## src/rtl/obuf_loop_pkg.sv

```systemverilog
// Shared encodings for the obuf loop sequencer and the bias/DDR-select logic.
package obuf_loop_pkg;

  typedef logic [2:0] loop_state_t;

  localparam loop_state_t ST_IDLE  = 3'd0;
  localparam loop_state_t ST_ENTER = 3'd1;
  localparam loop_state_t ST_STEP  = 3'd2;
  localparam loop_state_t ST_EXIT  = 3'd3;
  localparam loop_state_t ST_DONE  = 3'd4;

  localparam logic WR_DDR = 1'b0;
  localparam logic WR_PE  = 1'b1;

endpackage

```

## src/rtl/obuf_loop_ctrl_if.sv

```systemverilog
// Loop handshake between the sequencer (master) and the obuf bias/address logic (slave).
interface obuf_loop_ctrl_if #(
  parameter int LOOP_ID_W = 5
);

  logic [LOOP_ID_W-1:0] loop_index;
  logic                 loop_enter;
  logic                 loop_exit;
  logic                 loop_index_valid;
  logic                 loop_last_iter;
  logic                 loop_stall;
  logic                 stall;

  modport master (
    output loop_index, loop_enter, loop_exit, loop_index_valid, loop_last_iter, loop_stall,
    input  stall
  );

  modport slave (
    input  loop_index, loop_enter, loop_exit, loop_index_valid, loop_last_iter, loop_stall,
    output stall
  );

endinterface

```

## src/rtl/obuf_loop_cfg_mem.sv

```systemverilog
// Per-level iteration-count storage: one write port, async read indexed by the current level.
module obuf_loop_cfg_mem
  import obuf_loop_pkg::*;
#(
  parameter int LOOP_ID_W   = 5,
  parameter int LOOP_ITER_W = 16
) (
  input  logic                   clk,
  input  logic                   wr_en,
  input  logic [LOOP_ID_W-1:0]   wr_addr,
  input  logic [LOOP_ITER_W-1:0] wr_data,
  input  logic [LOOP_ID_W-1:0]   rd_addr,
  output logic [LOOP_ITER_W-1:0] rd_data
);

  localparam int DEPTH = 1 << LOOP_ID_W;

  logic [LOOP_ITER_W-1:0] mem_r [DEPTH];

  // Store one level's count per accepted config write.
  always_ff @(posedge clk) begin
    if (wr_en) begin
      mem_r[wr_addr] <= wr_data;
    end
  end

  assign rd_data = mem_r[rd_addr];

endmodule

```

## src/rtl/obuf_loop_ctrl.sv

```systemverilog
// Nested-loop sequencer for the obuf control path; walks the configured nest outermost-first.
// Optional OBUF_LOOP_CTRL_PERF_EN adds busy/stall cycle counters.
module obuf_loop_ctrl
  import obuf_loop_pkg::*;
#(
  parameter int LOOP_ID_W   = 5,
  parameter int LOOP_ITER_W = 16
) (
  input  logic                   clk,
  input  logic                   reset,
  input  logic                   start,
  input  logic                   cfg_loop_iter_v,
  input  logic [LOOP_ITER_W-1:0] cfg_loop_iter,
  output logic                   busy,
  output logic                   done,
`ifdef OBUF_LOOP_CTRL_PERF_EN
  output logic [31:0]            perf_busy_cycles,
  output logic [31:0]            perf_stall_cycles,
`endif
  obuf_loop_ctrl_if.master       lp
);

  localparam int DEPTH = 1 << LOOP_ID_W;
  localparam logic [LOOP_ID_W-1:0]   LVL_ONE = LOOP_ID_W'(1);
  localparam logic [LOOP_ID_W:0]     NL_ONE  = (LOOP_ID_W + 1)'(1);
  localparam logic [LOOP_ITER_W-1:0] CNT_ONE = LOOP_ITER_W'(1);

  loop_state_t            state_r;
  loop_state_t            state_nxt_s;
  logic [LOOP_ID_W-1:0]   lvl_r;
  logic [LOOP_ID_W:0]     num_loops_r;
  logic [LOOP_ITER_W-1:0] cnt_r [DEPTH];
  logic [LOOP_ITER_W-1:0] iter_cur_s;
  logic                   cfg_wr_s;
  logic                   is_inner_s;
  logic                   is_last_s;
  logic                   in_loop_s;

  // Writes past the last level are dropped by the full flag (num_loops MSB).
  assign cfg_wr_s   = (state_r == ST_IDLE) & cfg_loop_iter_v & ~num_loops_r[LOOP_ID_W];
  assign is_inner_s = ({1'b0, lvl_r} == (num_loops_r - NL_ONE));
  assign is_last_s  = (cnt_r[lvl_r] == iter_cur_s);
  assign in_loop_s  = (state_r == ST_ENTER) | (state_r == ST_STEP) | (state_r == ST_EXIT);

  obuf_loop_cfg_mem #(
    .LOOP_ID_W   (LOOP_ID_W),
    .LOOP_ITER_W (LOOP_ITER_W)
  ) u_cfg_mem (
    .clk     (clk),
    .wr_en   (cfg_wr_s),
    .wr_addr (num_loops_r[LOOP_ID_W-1:0]),
    .wr_data (cfg_loop_iter),
    .rd_addr (lvl_r),
    .rd_data (iter_cur_s)
  );

  // Next-state selection for the loop walk.
  always_comb begin
    state_nxt_s = state_r;
    case (state_r)
      ST_IDLE: begin
        if (start) begin
          state_nxt_s = ((num_loops_r == '0) && !cfg_wr_s) ? ST_DONE : ST_ENTER;
        end else begin
          state_nxt_s = ST_IDLE;
        end
      end
      ST_ENTER: state_nxt_s = is_inner_s ? ST_STEP : ST_ENTER;
      ST_STEP: begin
        if (lp.stall) begin
          state_nxt_s = ST_STEP;
        end else if (is_last_s) begin
          state_nxt_s = ST_EXIT;
        end else begin
          state_nxt_s = is_inner_s ? ST_STEP : ST_ENTER;
        end
      end
      ST_EXIT: state_nxt_s = (lvl_r == '0) ? ST_DONE : ST_STEP;
      ST_DONE: state_nxt_s = ST_IDLE;
      default: state_nxt_s = ST_IDLE;
    endcase
  end

  // State, current level and configured depth.
  always_ff @(posedge clk) begin
    if (reset) begin
      state_r     <= ST_IDLE;
      lvl_r       <= '0;
      num_loops_r <= '0;
    end else begin
      state_r <= state_nxt_s;
      case (state_r)
        ST_IDLE: begin
          lvl_r <= '0;
          if (cfg_wr_s) begin
            num_loops_r <= num_loops_r + NL_ONE;
          end
        end
        ST_ENTER: begin
          if (!is_inner_s) begin
            lvl_r <= lvl_r + LVL_ONE;
          end
        end
        ST_STEP: begin
          if (!lp.stall && !is_last_s && !is_inner_s) begin
            lvl_r <= lvl_r + LVL_ONE;
          end
        end
        ST_EXIT: begin
          if (lvl_r != '0) begin
            lvl_r <= lvl_r - LVL_ONE;
          end
        end
        ST_DONE: num_loops_r <= '0;
        default: lvl_r <= '0;
      endcase
    end
  end

  // Iteration counters; each is zeroed on entry so no reset is needed.
  always_ff @(posedge clk) begin
    if (state_r == ST_ENTER) begin
      cnt_r[lvl_r] <= '0;
    end else if ((state_r == ST_STEP) && !lp.stall && !is_last_s) begin
      cnt_r[lvl_r] <= cnt_r[lvl_r] + CNT_ONE;
    end
  end

  assign busy                = (state_r != ST_IDLE);
  assign done                = (state_r == ST_DONE);
  assign lp.loop_index       = in_loop_s ? lvl_r : '0;
  assign lp.loop_enter       = (state_r == ST_ENTER);
  assign lp.loop_exit        = (state_r == ST_EXIT);
  assign lp.loop_index_valid = (state_r == ST_STEP) & ~lp.stall;
  assign lp.loop_last_iter   = (state_r == ST_STEP) & is_last_s;
  assign lp.loop_stall       = (state_r == ST_STEP) & lp.stall;

`ifdef OBUF_LOOP_CTRL_PERF_EN
  logic [31:0] perf_busy_r;
  logic [31:0] perf_stall_r;

  // Saturating busy/stall counters, cleared by an accepted start.
  always_ff @(posedge clk) begin
    if (reset) begin
      perf_busy_r  <= '0;
      perf_stall_r <= '0;
    end else if ((state_r == ST_IDLE) && start) begin
      perf_busy_r  <= '0;
      perf_stall_r <= '0;
    end else begin
      if (busy && (perf_busy_r != '1)) begin
        perf_busy_r <= perf_busy_r + 32'd1;
      end
      if (lp.loop_stall && (perf_stall_r != '1)) begin
        perf_stall_r <= perf_stall_r + 32'd1;
      end
    end
  end

  assign perf_busy_cycles  = perf_busy_r;
  assign perf_stall_cycles = perf_stall_r;
`endif

endmodule

```

## src/flat_wrapper.sv

```systemverilog
// flat-port wrapper written by rule: the top's interface ports become plain ports
module obuf_loop_ctrl_flat import obuf_loop_pkg::*;
#(
  parameter int LOOP_ID_W   = 5,
  parameter int LOOP_ITER_W = 16
)
  (clk, reset, start, cfg_loop_iter_v, cfg_loop_iter, busy, done, lp_loop_index, lp_loop_enter, lp_loop_exit, lp_loop_index_valid, lp_loop_last_iter, lp_loop_stall, lp_stall);
  obuf_loop_ctrl_if #(.LOOP_ID_W(LOOP_ID_W)) lp_i ();
  input  logic clk;
  input  logic reset;
  input  logic start;
  input  logic cfg_loop_iter_v;
  input  logic [LOOP_ITER_W-1:0] cfg_loop_iter;
  output logic busy;
  output logic done;
  output wire logic [$bits(lp_i.loop_index)-1:0] lp_loop_index;
  output wire logic [$bits(lp_i.loop_enter)-1:0] lp_loop_enter;
  output wire logic [$bits(lp_i.loop_exit)-1:0] lp_loop_exit;
  output wire logic [$bits(lp_i.loop_index_valid)-1:0] lp_loop_index_valid;
  output wire logic [$bits(lp_i.loop_last_iter)-1:0] lp_loop_last_iter;
  output wire logic [$bits(lp_i.loop_stall)-1:0] lp_loop_stall;
  input wire logic [$bits(lp_i.stall)-1:0] lp_stall;
  assign lp_loop_index = lp_i.loop_index;
  assign lp_loop_enter = lp_i.loop_enter;
  assign lp_loop_exit = lp_i.loop_exit;
  assign lp_loop_index_valid = lp_i.loop_index_valid;
  assign lp_loop_last_iter = lp_i.loop_last_iter;
  assign lp_loop_stall = lp_i.loop_stall;
  assign lp_i.stall = lp_stall;
  obuf_loop_ctrl #(.LOOP_ID_W(LOOP_ID_W), .LOOP_ITER_W(LOOP_ITER_W)) u_core (.clk(clk), .reset(reset), .start(start), .cfg_loop_iter_v(cfg_loop_iter_v), .cfg_loop_iter(cfg_loop_iter), .busy(busy), .done(done), .lp(lp_i));
endmodule
```

## config.mk

```make
export PLATFORM = sky130hd
export DESIGN_NAME = obuf_loop_ctrl_flat
export DESIGN_NICKNAME = d
export VERILOG_FILES = /design/src/rtl/obuf_loop_pkg.sv /design/src/rtl/obuf_loop_ctrl_if.sv /design/src/rtl/obuf_loop_cfg_mem.sv /design/src/rtl/obuf_loop_ctrl.sv /design/src/flat_wrapper.sv
export SDC_FILE = /design/constraint.sdc
export NUM_CORES = 1
export LEC_CHECK = 0
export ABC_CLOCK_PERIOD_IN_PS = 4600
export CAP_MARGIN = 40
export CORE_MARGIN = 2
export CORE_UTILIZATION = 55
export DETAILED_ROUTE_END_ITERATION = 10
export GPL_ROUTABILITY_DRIVEN = 1
export PLACE_DENSITY = 0.74
export SLEW_MARGIN = 20
export SYNTH_ARGS = -nofsm -noshare
export SYNTH_HDL_FRONTEND = slang
export SYNTH_HIERARCHICAL = 1
export SYNTH_SLANG_ARGS = --single-unit
```

## constraint.sdc

```tcl
create_clock -name clk -period 4.6 [get_ports clk]
set_clock_uncertainty 0.2 [all_clocks]
set_input_delay 0.92 -clock clk [delete_from_list [all_inputs] [get_ports clk]]
set_output_delay 0.92 -clock clk [all_outputs]
set_load 0.005 [all_outputs]
```

==> results.md <==
- The run finished, with violations left.
- The checks that failed: setup timing.
- The arrival time of data at the critical path endpoint is 3.48 ns.
- Across all setup checks in the final design, the least slack found is -0.00391 ns.
- The worst setup timing slack at the placement stage is 0.0219 ns.
- The initial cell density of the core is 55.5%.
- The repair_antennas step left the layout with diodes totalling 0.
- The area of the core is 75,800 um^2.
- The most frequent standard cell in the layout excluding fill and tap cells is edfxtp_1.
- The met3 wire length is 11,000 um.
- In this run, the number of DRC markers left after iteration 0 of detailed routing was 2,803.
- The cell leakage power is 16.4 nW.
- In the final routed layout, each cell accounts on average for 27.0 um.
- Row generation in the floorplan step produced 101 rows.
- The post-synth net total is 2,465.
- The number of placed I/O pins is 33.
- The final number of hold-violating endpoints is 0.
- The predominant post-synthesis flop cell is edfxtp_1.
- In the global route stage, overall resource usage came out at 25.5%.
- In this run the tool buffered the top-level ports with 32 buffer cells.
- Headroom to the max-slew limit came out at 49.7%.
- The count of nets left with antenna violations once routing finished came out at 0.
- Total power for the finished layout comes to 0.0198 W.
- Dividing the detail-routed via count by the number of cells gives 6.32.
- After detailed routing, the met2 layer carries 47,900 um of wire.
- The final layout contains routed wiring with a total length of 101,000 um.
- The highest layer used for signal routing is met4.
- The total negative slack for setup checks is -0.00391 ns.
- The count of hold buffers inserted by post-cts repair is 0.
- TritonCTS built the clock tree.
- The worst-case IR drop observed on VDD is 0.554 mV.
- The total vias in the final route is 23,800.
- The worst setup path is launched from a register.
- The maximum number of pins on one net before global-route repair is 40.
- The total overflow left after global routing is 0.
- Synthesis inferred 1,043 register bits.
- The initial antenna violation count was 2.
- The number of flops mapped to enable cells by yosys is 1,024.
- The mean instance size in the synthesized netlist is 17.3 um^2.
- The highest fanout seen on the critical path is 6.
- After synthesis, the netlist uses 63 different library cells.
- The number of setup violations in the final report is 1.
- The synthesized netlist cell count is 2,436.
- In this run the number of H-tree levels came out at 3.
- The half-perimeter wire length after detailed placement is 58,900 um.
- The critical path goes through buf_4 > bufbuf_16 > mux4_2 > mux2i_2 > a22oi_2 > nand2_2 > xnor2_1 > nor4_2 > nand4_4 > nor2_4 > and2_4 > buf_2.
- Max-cap violations in this run came to 0.
- In the final routing, the length of wire on met1 measures 39,900 um.
- By area the synthesized netlist is led by edfxtp_1 73%, mux2i_1 11%, a22oi_1 2.6%.
- For this run, the top clock speed supported by timing is 217 MHz.
- The class of the tightest hold or removal check is reg -> reg.
- The share of post-route cells with drive strength above 1 is 20.7%.
- Setup repair after global routing could not meet its margin everywhere.
- The area growth from synthesis to layout is 18.1%.
- The critical setup path kind is reg -> out.
- The first global-routing pass estimated 149,000 um of wire.
- For this run, asynchronously set or reset flops after synthesis account for 0%.
- Clock tree synthesis inserted a total of 97 buffers.
- In the layout the commonest cells are 1,024 x edfxtp_1, 445 x mux2i_1, 181 x buf_4.
- For the pin with the worst max-slew slack, the measured transition is 0.753 ns.
- On the worst path, the slowest cell contributes a delay of 0.50 ns.
- For this run, design rule violations remaining after detail routing come to 0.
- The share of the yosys chip area belonging to registers is 74.0%.
- The root buffer cell chosen for the clock tree is clkbuf_16.
- For this design the ratio of total power to cell area is 398 nW/um^2.
- The overall die area is 78,700 um^2.
- edfxtp_1 takes more of the synthesized area than any other cell.
- The clock transition at the registers of the reported paths is 0.07 ns.
- Of the available clock period, the critical path in the final layout requires 100%.
- CTS saw 1,043 sinks.
- The final count of pins violating max slew was 0.
- After the last flow step, the layout net total stands at 2,731.
- The sort of element at the end of the critical path is an output pin.
- After layout, the minimum clock period comes to 4.60 ns.
- The die is 281 um tall.
- The first-pass iteration count of the detailed router is 7.
- For the worst setup path, the data required time is 3.48 ns.
- For this run, the number of Yosys warnings is 6.
- After synthesis the cells add up to 42,100 um^2.
- For the worst-skew pair, the clock arrives at the later sink with an insertion delay of 0.68 ns.
- The share of synthesized area in the top cell type comes to 73.1%.
- The width of the die is 281 um.
- The via count of the first global-routing pass is 23,400.
- The final RePlAce weighted congestion is 0.838.
- On the critical path, the stage with the largest delay is an instance of mux4_2.
- The clock passes through at most 3 buffers.
## registers in the layout, indices dropped and copies added (netlist names), named ones only
signal / cells
u_core/cnt_r: 512
u_core/lvl_r: 5
u_core/num_loops_r: 6
u_core/state_r: 3
u_core/u_cfg_mem/mem_r: 512
## cells by family (layout without fill, tap and decap cells)
group           Yosys count  in the layout  synth area share (%)
buf+inv                 149            498                  2.36
fa+ha+maj                 8              8                 0.256
mux                     492            492                  12.6
compound gates          296            296                  4.98
xor+xnor                 39             39                 0.812
simple gates            409            409                  5.03
flops                  1043           1043                  74.0
## routing by layer
layer  GRT usage [%]  up-vias
li1                -    10200
met1            36.2    12000
met2            40.5     1360
met3            4.76      170
met4            8.05        0
met5               0        -
## critical path, delay by kind of cell (launching register included)
family	cells	cell delay [ns]
mux	2	0.71
simple gates	5	0.98
buf+inv	3	0.49
compound gates	1	0.14
xor+xnor	1	0.08
flops	1	0.42
## through the flow
stage	instance area, um^2	hold slack [ns]	utilization (%)	std cells
global route	49700	0.414	65.6	3763
finish	49700	0.363	65.6	3763
detailed placement	45500	0.354	60.0	3535
CTS	49300	0.363	65.1	3745
floorplan	42100	0.315	-	2436
global placement	45500	0.339	60.0	3532
## where the power goes
part | switching (W) | internal, W
Sequential | 0.0000374 | 0.0104
Clock | 0.00346 | 0.00426
Combinational | 0.000912 | 0.000663
Total | 0.00441 | 0.0154
## area by class of cell
| class | instances | area [um^2] |
|---|---|---|
| inverter | 8 | 30.0 |
| clock inverter | 57 | 510 |
| multi-input combinational | 1244 | 10600 |
| tap | 978 | 1220 |
| clock buffer | 125 | 2560 |
| sequential | 1043 | 31100 |
| timing repair buffer | 308 | 3590 |
| fill | 4936 | 26100 |
## final timing paths
check	startpoint	cells after the start	to	slack, ns
min reg2reg	u_core/num_loops_r[5]	2	u_core/num_loops_r[5]	0.36
min	u_core/num_loops_r[5]	2	u_core/num_loops_r[5]	0.36
max reg2reg	register	14	u_core/cnt_r[14][14]	0.24
max	register	12	lp_loop_last_iter	-0.004
## synth_stat cells, types with 7 or more instances
cell	number
buf_6	14
a21oi_1	61
nor2_1	82
and2_1	13
dfxtp_1	19
a22oi_1	146
o21ai_0	7
clkbuf_1	38
buf_2	42
nand4_1	29
nand3b_1	11
nand2_1	80
xnor2_1	13
a22o_1	34
nor2b_1	14
ha_1	7
mux4_2	29
nor3_1	34
nor4_1	10
mux2i_1	460
nand2b_1	9
buf_4	34
nand3_1	82
xor2_1	26
edfxtp_1	1024
a31oi_1	21
inv_1	8
nor4b_1	10
## timing repair
action | 4_1_cts | 5_1_grt
pin swaps | 17 | 17
setup endpoints to repair | 1 | 1
gates resized for setup | 70 | 42
setup buffers | 21 | 15
cloned | 7 | 6
Note: power is estimated with default switching activity, not from simulation.
==> edit, RTL diff (same settings) <==
`LOOP_ITER_W` is set to 16 in 3 places; all go to 20.
--- a/src/rtl/obuf_loop_cfg_mem.sv
+++ b/src/rtl/obuf_loop_cfg_mem.sv
@@ -3,7 +3,7 @@
   import obuf_loop_pkg::*;
 #(
   parameter int LOOP_ID_W   = 5,
-  parameter int LOOP_ITER_W = 16
+  parameter int LOOP_ITER_W = 20
 ) (
   input  logic                   clk,
   input  logic                   wr_en,
--- a/src/rtl/obuf_loop_ctrl.sv
+++ b/src/rtl/obuf_loop_ctrl.sv
@@ -4,7 +4,7 @@
   import obuf_loop_pkg::*;
 #(
   parameter int LOOP_ID_W   = 5,
-  parameter int LOOP_ITER_W = 16
+  parameter int LOOP_ITER_W = 20
 ) (
   input  logic                   clk,
   input  logic                   reset,
--- a/src/flat_wrapper.sv
+++ b/src/flat_wrapper.sv
@@ -2,7 +2,7 @@
 module obuf_loop_ctrl_flat import obuf_loop_pkg::*;
 #(
   parameter int LOOP_ID_W   = 5,
-  parameter int LOOP_ITER_W = 16
+  parameter int LOOP_ITER_W = 20
 )
   (clk, reset, start, cfg_loop_iter_v, cfg_loop_iter, busy, done, lp_loop_index, lp_loop_enter, lp_loop_exit, lp_loop_index_valid, lp_loop_last_iter, lp_loop_stall, lp_stall);
   obuf_loop_ctrl_if #(.LOOP_ID_W(LOOP_ID_W)) lp_i ();
Ports: changed (resized cfg_loop_iter); port bits go from 33 to 37. No check against the original RTL was run, so the function may have changed too.
==> edit against the original RTL <==
The run still ends with setup timing left; final area increased by 25%; combinational power is 11% lower; cell count increased by 22%; global-route usage up 1.5 points; maximum frequency decreased by 4.9%; worst setup slack lost 240 ps; clock power rose by 27%; synthesized cell count rose by 19%; routed wire length grew 31%; total power grew 23%; sequential share of layout area barely moved; area after synthesis increased by 24%; sequential cell count up 256; largest power group unchanged; highest routed layer is now met5.
==> edit: results <==
status:
  status: "finished, violations left"
  failed_checks: "setup timing"
finish:
  largestRegisters: "u_core/cnt_r (640), u_core/u_cfg_mem/mem_r (640), u_core/num_loops_r (6)"
  fin_util: 0.662
  layout-drive-gt1-share: 0.224
sta:
  setup_ws_ps: -241
  setup_viol: 1
  fin_setup_tns_ps: -241
  worst_pin_slew_ps: 890
  hold_ws_ps: 373
synthesis:
  synth-edff-count: 1280
  synthTopCellsByCount: "1,280 x edfxtp_1, 509 x mux2i_1, 169 x a22oi_1, 87 x nand2_1, 82 x nor2_1"
  ys_seq_area_frac: 0.745
  post_synth_num_cell_types: 59
  avgSynthCellArea_um2: 18.0
  syn_nets: 2928
placed_design:
  numPortBuffers: 36
  detailed_place_hpwl_um: 80400
  dp.cells: 4343
  gp_congestion: 0.872
routing:
  drtPass1Iterations: 6
  routed_wl_um: 133000
  avgRoutedWirePerCell_um: 28.9
  viasPerCell: 6.37
critical_path:
  rrSetupSlack_ps: 10
  timing.rr.end: "u_core/cnt_r[22][9]$_DFFE_PP_"
  reg2reg_depth: 16
global_route:
  grt_pass1_wl_um: 193000
  grtUsageTotal: 0.270
  antenna_found_initial: 4
clocking:
  numCtsBuffers: 118
  clock_latency_ps: 710
power_and_ir_drop:
  leakage_nw: 19.4
  peakVddDrop_mv: 0.364
  p_int_mw: 19.2
## edit: worst max path at each step
stage	start	end	depth (start not counted)
floorplan	flip-flop	u_core/cnt_r[12][0]$_DFFE_PP_	13
finish	flip-flop	lp_loop_last_iter	11
CTS	flip-flop	lp_loop_last_iter	12
global placement	flip-flop	lp_loop_last_iter	13
detailed placement	flip-flop	lp_loop_last_iter	13
global route	flip-flop	lp_loop_last_iter	15
## edit: worst max-delay path: stages (launching register included)
cell and delay, ps:
dfxtp_1 700, buf_4 310, and2_1 470, nand3_1 200, nand4_1 150, buf_4 190
xor2_1 420, nor3_2 110, and2_4 200, nand4_4 90, inv_4 60, buf_6 110
## edit: layer usage
metal	GRT usage	wire, µm	vias to the layer above
met2	0.430	63300	1759
met3	0.0436	13400	299
met5	0	23	-
met4	0.0994	5040	4
met1	0.380	51100	14932
li1	-	-	12338
## edit: timing repair
action	in CTS	in global routing
setup endpoints to repair	692	68
resized for setup	41	51
pin swaps	16	10
hold buffers	0	0
buffers inserted	24	11
gates cloned	4	1
## edit: layout make-up
cell class / count / share of cell area
clock buffer: 142 / 0.0498
antenna: 1 / 0.0000404
clock inverter: 76 / 0.0125
tap: 1254 / 0.0253
sequential: 1299 / 0.627
multi-input combinational: 1422 / 0.205
inverter: 9 / 0.000586
timing repair buffer: 399 / 0.0798
## edit: cells by family after synthesis
group           count (synthesis)  synth area share
buf+inv                       174            0.0236
simple gates                  435            0.0424
mux                           592             0.133
fa+ha+maj                       8           0.00206
flops                        1299             0.745
compound gates                340            0.0460
xor+xnor                       47           0.00790
## edit: power by group through the flow
| stage | registers [mW] | logic (mW) | clock network [mW] |
|---|---|---|---|
| after floorplan | 13.2 | 0.741 | 0 |
| after global placement | 13.3 | 1.23 | 0 |
| after detailed placement | 13.3 | 1.29 | 0 |
| after CTS | 13.0 | 1.34 | 9.89 |
| after global routing | 13.0 | 1.46 | 10.4 |
| final | 13.0 | 1.40 | 9.83 |
